### config.mk
export PLATFORM = sky130hd
export DESIGN_NAME = dmem_access_ctrl
export DESIGN_NICKNAME = d
export VERILOG_FILES = /design/src/rtl/dmem_access_ctrl.sv
export SDC_FILE = /design/constraint.sdc
export NUM_CORES = 1
export LEC_CHECK = 0
export ABC_AREA = 1
export BUFFER_PORTS_ARGS = -buffer_cell sky130_fd_sc_hd__buf_2
export CAP_MARGIN = 20
export CORE_ASPECT_RATIO = 0.6
export CORE_MARGIN = 1.5
export CORE_UTILIZATION = 40
export CTS_BUF_LIST = sky130_fd_sc_hd__clkbuf_2 sky130_fd_sc_hd__clkbuf_4 sky130_fd_sc_hd__clkbuf_8
export DETAILED_ROUTE_END_ITERATION = 10
export PLACE_DENSITY = 0.68
export SLEW_MARGIN = 5
export SYNTH_ARGS = -nofsm -noshare
export SYNTH_HDL_FRONTEND = slang
export SYNTH_SLANG_ARGS = --single-unit
### constraint.sdc
create_clock -name clk -period 4.8 [get_ports clk]
set_input_delay 0.24 -clock clk [delete_from_list [all_inputs] [get_ports clk]]
set_output_delay 0.24 -clock clk [all_outputs]
set_load 0.02 [all_outputs]
### src/rtl/dmem_access_ctrl.sv
// dmem_access_ctrl: M-stage load/store sequencer for a variable-latency data
// memory. It stalls the pipeline while a request is outstanding, returns
// registered load data, flags timed-out accesses and counts completions.
module dmem_access_ctrl #(
    parameter int unsigned TIMEOUT  = 64,
    parameter logic [31:0] ERR_DATA = 32'hDEADBEEF
) (
    input  logic        clk,
    input  logic        reset,
    input  logic        MemtoRegM,
    input  logic        MemWriteM,
    input  logic [31:0] ALUOutM,
    input  logic [31:0] WriteDataM,
    input  logic        mem_ready,
    input  logic [31:0] mem_rdata,
    output logic        mem_req,
    output logic        mem_we,
    output logic [31:0] mem_addr,
    output logic [31:0] mem_wdata,
    output logic [31:0] ReadDataM,
    output logic        MemStall,
    output logic        FlushW,
    output logic        mem_err,
    output logic [15:0] acc_count
);

    typedef enum logic [1:0] {IDLE, REQ, DONE} state_t;

    localparam logic [7:0] TMO_LAST = 8'(TIMEOUT - 1);

    state_t     state, state_nx;
    logic [7:0] tmo_cnt;
    logic       acc;
    logic       tmo_hit;

    assign acc     = MemtoRegM | MemWriteM;
    assign tmo_hit = (tmo_cnt == TMO_LAST);
    assign FlushW  = MemStall;

    // State register.
    always_ff @(posedge clk or posedge reset) begin
        if (reset) state <= IDLE;
        else       state <= state_nx;
    end

    // Next state and stall. DONE never stalls so the finished instruction
    // leaves M before a following access is considered.
    always_comb begin
        state_nx = state;
        MemStall = 1'b0;
        case (state)
            IDLE: begin
                MemStall = acc;
                if (acc) state_nx = REQ;
            end
            REQ: begin
                MemStall = 1'b1;
                if (mem_ready || tmo_hit) state_nx = DONE;
            end
            DONE:    state_nx = IDLE;
            default: state_nx = IDLE;
        endcase
    end

    // Request latch, completion/timeout handling, read data and counters.
    // mem_we doubles as the load/store flag of the outstanding access, so a
    // load+store instruction is naturally handled as a store.
    always_ff @(posedge clk or posedge reset) begin
        if (reset) begin
            mem_req   <= 1'b0;
            mem_we    <= 1'b0;
            mem_addr  <= '0;
            mem_wdata <= '0;
            ReadDataM <= '0;
            mem_err   <= 1'b0;
            acc_count <= '0;
            tmo_cnt   <= '0;
        end else begin
            case (state)
                IDLE: begin
                    if (acc) begin
                        mem_addr  <= ALUOutM;
                        mem_wdata <= WriteDataM;
                        mem_we    <= MemWriteM;
                        mem_req   <= 1'b1;
                        tmo_cnt   <= '0;
                    end
                end
                REQ: begin
                    if (mem_ready) begin
                        if (!mem_we) ReadDataM <= mem_rdata;
                        mem_req   <= 1'b0;
                        acc_count <= acc_count + 16'd1;
                    end else if (tmo_hit) begin
                        if (!mem_we) ReadDataM <= ERR_DATA;
                        mem_err <= 1'b1;
                        mem_req <= 1'b0;
                    end else begin
                        tmo_cnt <= tmo_cnt + 8'd1;
                    end
                end
                default: ;
            endcase
        end
    end

endmodule

==> results.json, run 1 <==
{
  "antenna_found_initial": 0,
  "synth.area.top_cells": "dfrtp_1, nand2_1, inv_1, o21ai_0, nand3_1",
  "r2r_start": "state[0]",
  "syn_nets": 748,
  "remaining_drc_errors": 0,
  "io_buffers": 217,
  "yosysTopAreaCellShare": 0.5679,
  "wl_per_cell_um": 12.46,
  "p_per_area_nw_per_um2": 644.2,
  "cts_buffers": 17,
  "synth_top_cells_by_count": "nand2_1, dfrtp_1, inv_1",
  "io_pins": 218,
  "dp.cells": 1006,
  "routed_wl_mm": 12.93,
  "synth_edf_count": 0,
  "critPathCaptureType": "flip-flop",
  "fmaxAchievable_ghz": 0.4751,
  "met2_usage": 0.2564,
  "dp_hpwl_mm": 9.340,
  "fin_nets": 958,
  "fin_worst_skew_ns": 0.01406,
  "ir_drop_uv": 285.2,
  "num_antenna_cells": 0,
  "cts_tree": "built",
  "clock_path_buffers": 2,
  "use_met1": 0.2772,
  "outcome": "finished, final reports clean",
  "hold_violations": 0,
  "rsz0062_at_grt": "false",
  "post_cts_resized": 0,
  "synthesis.area_um2": 5508,
  "grt_pass1_wl_mm": 21.17,
  "clock_sinks": 125,
  "post-route-util": 0.5395,
  "worstMarginPinSlew_ns": 1.042,
  "drtIter0Drc": 256,
  "grt_overflow": 0,
  "clkSlewWorstSetupHoldPaths_ns": 0.07,
  "synthDistinctLibCells": 27,
  "drv_cap": 0,
  "die_y_um": 93.90,
  "slew_headroom": 0.3044,
  "busiest_layer": "met1",
  "fin_cells": 1038,
  "syn_inst": 645,
  "path_max_fanout": 32,
  "grt_start_max_net_pins": 78,
  "fin_setup_tns_ns": 0,
  "initial_core_util": 0.4194,
  "core_um2": 13130,
  "postCtsSetupBuffers": 0,
  "r2r_slack_ns": 2.70,
  "p_leak_nw": 4.034,
  "ys.flop_type": "dfrtp_1",
  "yosysMostFrequentCell": "nand2_1",
  "drv_slew": 0,
  "finalCritPeriodShare": 0.4385,
  "die_area_um2": 14510,
  "startpoint_type": "flip-flop",
  "synth-seq-cells": 125,
  "ys_warn_count": 0,
  "first_global_vias": 4242,
  "dp_slack_ns": 2.657,
  "hold_path_class": "input port to async pin",
  "finalCriticalPeriod_ns": 2.105,
  "grtUsageTotal": 0.1851,
  "worstSkewPairLatency_ns": 0.41,
  "yosysTopAreaCell": "dfrtp_1",
  "viasPerCell": 4.466,
  "cts-hold-fix-buffers": 0,
  "cts_root_buf": "clkbuf_8",
  "first_pass_iters": 7,
  "drtAntennaViolNets": 0,
  "power_mw": 4.565,
  "rr_endpoint": "ReadDataM[4]",
  "cp.arrival_ns": 2.40,
  "gp_congestion": 0.8187,
  "syn_to_final_growth_pct": 28.65,
  "ys_seq_area_frac": 0.5679,
  "num_vias": 4636,
  "htreeDepth": 4,
  "criticalPathCategory": "flip-flop to flip-flop",
  "cp_data_required_time_ns": 5.09,
  "setup_ws_ns": 2.695,
  "rr_worst_depth": 7,
  "use_met3": 0.06273,
  "synth-async-reset-ratio": 1.000,
  "rows": 32,
  "drive_gt1_frac": 0.3364,
  "die_x_um": 154.5,
  "finalSetupViolCount": 0,
  "synth.avg_cell_area_um2": 8.539
}
critical path, cell delays in order (launching register included):
cell	delay (ns)
dfrtp_1	0.37
inv_2	0.06
nor2_2	0.43
nand2_2	0.28
nand2_4	0.34
nand2_4	0.28
nand2_1	0.15
nand2_1	0.07
state kept, by name (all words and copies together) (netlist names):
| signal | count |
|---|---|
| mem_req | 1 |
| state | 2 |
| ReadDataM | 32 |
| mem_we | 1 |
| tmo_cnt | 8 |
| mem_err | 1 |
| mem_wdata | 32 |
| mem_addr | 32 |
| acc_count | 16 |
metrics by stage:
stage | hold WS, ns | cell area, µm²
floorplan | 0.3852 | 5508
global placement | 0.4533 | 6669
global route | 0.03885 | 7086
finish | 0.03559 | 7086
CTS | 0.02749 | 7086
detailed placement | 0.4558 | 6669
power breakdown:
group	internal (mW)	switching (mW)
clock network	0.529	0.420
registers	1.50	0.260
logic	0.574	1.29
total	2.60	1.97
cell families after synthesis:
group	Yosys count	synth area share
AO/OA/AOI/OAI	76	0.07065
XOR/XNOR	9	0.01431
adder cells (fa/ha/maj)	2	0.004543
buffers and inverters	122	0.09291
flip-flops	125	0.5679
AND/OR/NAND/NOR	311	0.2497
worst max-delay path by stage:
stage / startpoint / to / cells past startpoint
global route: state[0] / ReadDataM[11] / 7
global placement: state[0] / ReadDataM[22] / 7
detailed placement: MemWriteM / mem_wdata[29] / 5
CTS: state[0] / ReadDataM[4] / 7
finish: state[0] / ReadDataM[4] / 7
floorplan: reset / ReadDataM[0] / 1
final cells by class:
| cell class | instances | area [µm²] |
|---|---|---|
| fill | 1238 | 6047 |
| tap | 170 | 212.7 |
| multi-input combinational | 398 | 1868 |
| clock inverter | 13 | 167.7 |
| clock buffer | 19 | 249.0 |
| sequential | 125 | 3128 |
| inverter | 93 | 351.6 |
| timing repair buffer | 220 | 1109 |
routing by layer:
layer	up-vias	routed length [µm]
li1	2404	-
met1	2067	6519
met2	159	5327
met3	6	1021
met4	0	61
met5	-	0
cells in the final DEF, fill, tap and decap left out:
cell type   Yosys  routed
a21o_1          1       1
inv_4           0       1
xor2_1          6       6
buf_4           3       3
a31o_2          1       1
buf_2          10     217
nand2_2         4       4
clkbuf_8        0      17
bufinv_16       0       3
dfrtp_1       125     125
inv_2           1       1
xnor2_1         3       3
ha_1            2       2
a21oi_1         2       2
nand2_4         2       2
nand2_1       196     196
nor2_2          2       2
nor2_1         24      24
nand3_2         2       2
nor2_4          3       3
o21ai_0        68      68
nand4_1        12      12
clkinvlp_4      0       2
inv_6           0       1
o21ai_1         3       3
o211ai_1        1       1
inv_1          92      91
nand3_1        40      40
clkinv_2        0       2
clkbuf_4        0       2
nor3_1          2       2
clkinv_4        0       5
or2_2          24      24
Power figures use the tool's default switching activity.
==> run 2: changes to the inputs <==
--- a/config.mk
+++ b/config.mk
@@ -5,7 +5,7 @@
 export SDC_FILE = /design/constraint.sdc
 export NUM_CORES = 1
 export LEC_CHECK = 0
-export ABC_AREA = 1
+export ABC_AREA = 0
 export BUFFER_PORTS_ARGS = -buffer_cell sky130_fd_sc_hd__buf_2
 export CAP_MARGIN = 20
 export CORE_ASPECT_RATIO = 0.6
@@ -13,7 +13,7 @@
 export CORE_UTILIZATION = 40
 export CTS_BUF_LIST = sky130_fd_sc_hd__clkbuf_2 sky130_fd_sc_hd__clkbuf_4 sky130_fd_sc_hd__clkbuf_8
 export DETAILED_ROUTE_END_ITERATION = 10
-export PLACE_DENSITY = 0.68
+export PLACE_DENSITY = 0.72
 export SLEW_MARGIN = 5
 export SYNTH_ARGS = -nofsm -noshare
 export SYNTH_HDL_FRONTEND = slang
==> constraint.sdc (replaced) <==
create_clock -name clk -period 1.8 [get_ports clk]
set_input_delay 0.09 -clock clk [delete_from_list [all_inputs] [get_ports clk]]
set_output_delay 0.09 -clock clk [all_outputs]
set_load 0.02 [all_outputs]
==> run 2 against run 1 <==
Compared with the run above:
- combinational power rose to 3.0 times the previous value
- critical path depth is 2 lower
- die area fell by 11%
- sequential share of layout area decreased by 3.0 points
- sequential cell count did not move
- synthesized cell count down 48%
- clock skew is 0.0058 ns higher
- register-to-register slack worse by 2.6 ns
- cell area increased by 7.3%
- critical path type unchanged
- highest routed layer unchanged
==> results.json, run 2 <==
{
  "final_cell_mix": "buf_2, dfrtp_1, dlygate4sd3_1",
  "post_dp_cell_area_um2": 6195,
  "grtUsageTotal": 0.2097,
  "fmaxAchievable_ghz": 0.5894,
  "synth_top_cells_by_count": "dfrtp_1, mux2_2, o22a_1",
  "crit_start": "tmo_cnt[0]",
  "clock_sinks": 125,
  "p_leak_nw": 3.590,
  "criticalPathCategory": "flip-flop to flip-flop",
  "worstSkewPairLatency_ns": 0.43,
  "fin_area_um2": 7605,
  "path_max_fanout": 12,
  "final_common_cell": "buf_2",
  "io_buffers": 217,
  "die_x_um": 146.0,
  "first_global_vias": 4244,
  "finalSetupViolCount": 0,
  "worstMarginPinSlew_ns": 0.6536,
  "cp.arrival_ns": 2.06,
  "clock_path_buffers": 2,
  "r2r_start": "tmo_cnt[0]",
  "post-route-util": 0.6325,
  "finalCritPeriodShare": 0.9425,
  "critPathCaptureType": "flip-flop",
  "whs_ns": 0.08213,
  "first_pass_iters": 4,
  "rr_worst_depth": 5,
  "drv_cap": 0,
  "synth.area.top_cells": "dfrtp_1, mux2_2, o22a_1, xnor2_1, a22o_1",
  "clkSlewWorstSetupHoldPaths_ns": 0.08,
  "fill_cells": 897,
  "yosysTopAreaCellShare": 0.6376,
  "synthesis.area_um2": 4906,
  "setup_ws_ns": 0.1035,
  "wl_met3_um": 983,
  "yosysMostFrequentCell": "dfrtp_1",
  "synthDistinctLibCells": 45,
  "setup.worst_path.end": "ReadDataM[0]",
  "drive_gt1_frac": 0.5007,
  "core_um2": 12020,
  "dp_slack_ns": -0.05557,
  "syn_nets": 439,
  "synth_edf_count": 0,
  "ir_drop_uv": 886.2,
  "num_vias": 4106,
  "cts_root_buf": "clkbuf_8",
  "wl_per_cell_um": 15.70,
  "ys_seq_area_frac": 0.6376,
  "io_pins": 218,
  "gp_congestion": 0.7898,
  "grt_start_max_net_pins": 126,
  "drtAntennaViolNets": 0,
  "postCtsSetupBuffers": 0,
  "die_area_um2": 12960,
  "wl_met2_mm": 6.484,
  "p_per_area_nw_per_um2": 1687,
  "slew_headroom": 0.5643,
  "drtIter0Drc": 141,
  "r2r_slack_ns": 0.10,
  "drv_slew": 0,
  "outcome": "finished, final reports clean",
  "power_mw": 12.83,
  "syn_inst": 336,
  "grt_pass1_wl_mm": 21.04,
  "startpoint_type": "flip-flop",
  "fin_nets": 769,
  "ys_warn_count": 0,
  "syn_to_final_growth_pct": 55.01,
  "die_y_um": 88.79,
  "synth-seq-cells": 125,
  "top_layer": "met4",
  "rr_endpoint": "ReadDataM[0]",
  "dp_hpwl_mm": 7.845,
  "rows": 31,
  "initial_core_util": 0.4080,
  "viasPerCell": 4.865,
  "hold_violations": 0,
  "num_antenna_cells": 0,
  "fin_worst_skew_ns": 0.01985,
  "finalCriticalPeriod_ns": 1.697,
  "reg.largest.list": "ReadDataM x32, mem_addr x32, mem_wdata x32",
  "routed_wl_mm": 13.25,
  "synth-async-reset-ratio": 1.000,
  "cp_data_required_time_ns": 2.16,
  "drt-met1-wl_mm": 5.591,
  "cts_tree": "built",
  "rsz0062_at_grt": "false",
  "hold_path_class": "input port to flip-flop",
  "ys.flop_type": "dfrtp_1",
  "cts_buffers": 17,
  "antenna_found_initial": 0,
  "grt_overflow": 0,
  "remaining_drc_errors": 0,
  "yosysTopAreaCell": "dfrtp_1",
  "synth.avg_cell_area_um2": 14.60,
  "htreeDepth": 4
}
==> run 2: changes by cell type in the layout (fill, tap and decap cells not counted), sizes merged, moves of 6 or more <==
| cell | previous run | this run |
|---|---|---|
| dlygate4sd3 | 0 | 99 |
| inv | 94 | 6 |
| buf | 220 | 226 |
| or2 | 24 | 2 |
| o22a | 0 | 24 |
| o21ai | 71 | 4 |
| a22o | 0 | 9 |
| mux2 | 0 | 65 |
| nand4 | 12 | 5 |
| nand2 | 202 | 9 |
| nor2 | 29 | 11 |
| nand3 | 42 | 5 |
| xnor2 | 3 | 12 |
==> run 2: worst min-delay path by stage <==
stage               endpoint           from  depth (start not counted)  slack, ns
4_1_cts         acc_count[0]      mem_ready                          3       0.06
3_5_place_dp   ReadDataM[20]  mem_rdata[20]                          2       0.32
2_1_floorplan         mem_we      MemWriteM                          1       0.23
5_1_grt         acc_count[0]      mem_ready                          3       0.07
6_report        acc_count[0]      mem_ready                          3       0.08
3_3_place_gp   ReadDataM[22]  mem_rdata[22]                          2       0.32
==> run 2: layer usage <==
| layer | vias up | GRT usage |
|---|---|---|
| met5 | - | 0 |
| met4 | 0 | 0.07071 |
| met3 | 18 | 0.06753 |
| met2 | 181 | 0.3511 |
| met1 | 2021 | 0.2627 |
| li1 | 1886 | - |
==> run 2: final cells by class <==
type                            instances  area, µm²  area share
Sequential cell                       125       3128      0.4113
Clock inverter                         13      140.1     0.01843
Multi-Input combinational cell        192       1683      0.2213
Timing Repair Buffer                  325       2170      0.2853
Clock buffer                           19      255.2     0.03356
Tap cell                              165      206.4     0.02715
Inverter                                5      22.52    0.002962
==> run 2: what timing repair did <==
item / 4_1_cts / 5_1_grt
gates cloned: 1 / 0
resized for setup: 1 / 2
endpoints found under the hold margin: 222 / 0
hold buffers: 99 / 0
setup endpoints to repair: 24 / 42
==> run 2: cell families (layout without fill, tap and decap cells) <==
group           count (synthesis)  count (layout)  share of synthesized area
xor+xnor                       15              15                    0.02678
flops                         125             125                     0.6376
mux                            66              66                     0.1512
simple gates                   53              54                    0.06580
compound gates                 55              55                    0.08901
buf+inv                        20             362                    0.02448
fa+ha+maj                       2               2                   0.005100
==> run 2: critical path, stage by stage, from the launching register on <==
cell and delay (ns):
dfrtp_1 0.39, ha_1 0.17, and3_2 0.23, a21oi_2 0.12, nor3_4 0.49, o22a_1 0.25
==> run 2: report_power, final <==
group / internal [mW] / leakage, nW / switching [mW]
Clock: 1.29 / 0.192 / 1.15
Combinational: 2.42 / 1.91 / 3.17
Sequential: 4.04 / 1.49 / 0.765
Total: 7.74 / 3.59 / 5.09
==> run 2: through the flow <==
step                cells  TNS (ns)
finish                844         0
global route          844         0
CTS                   844         0
detailed placement    712   -0.9830
global placement      712   -0.1908
floorplan             336         0
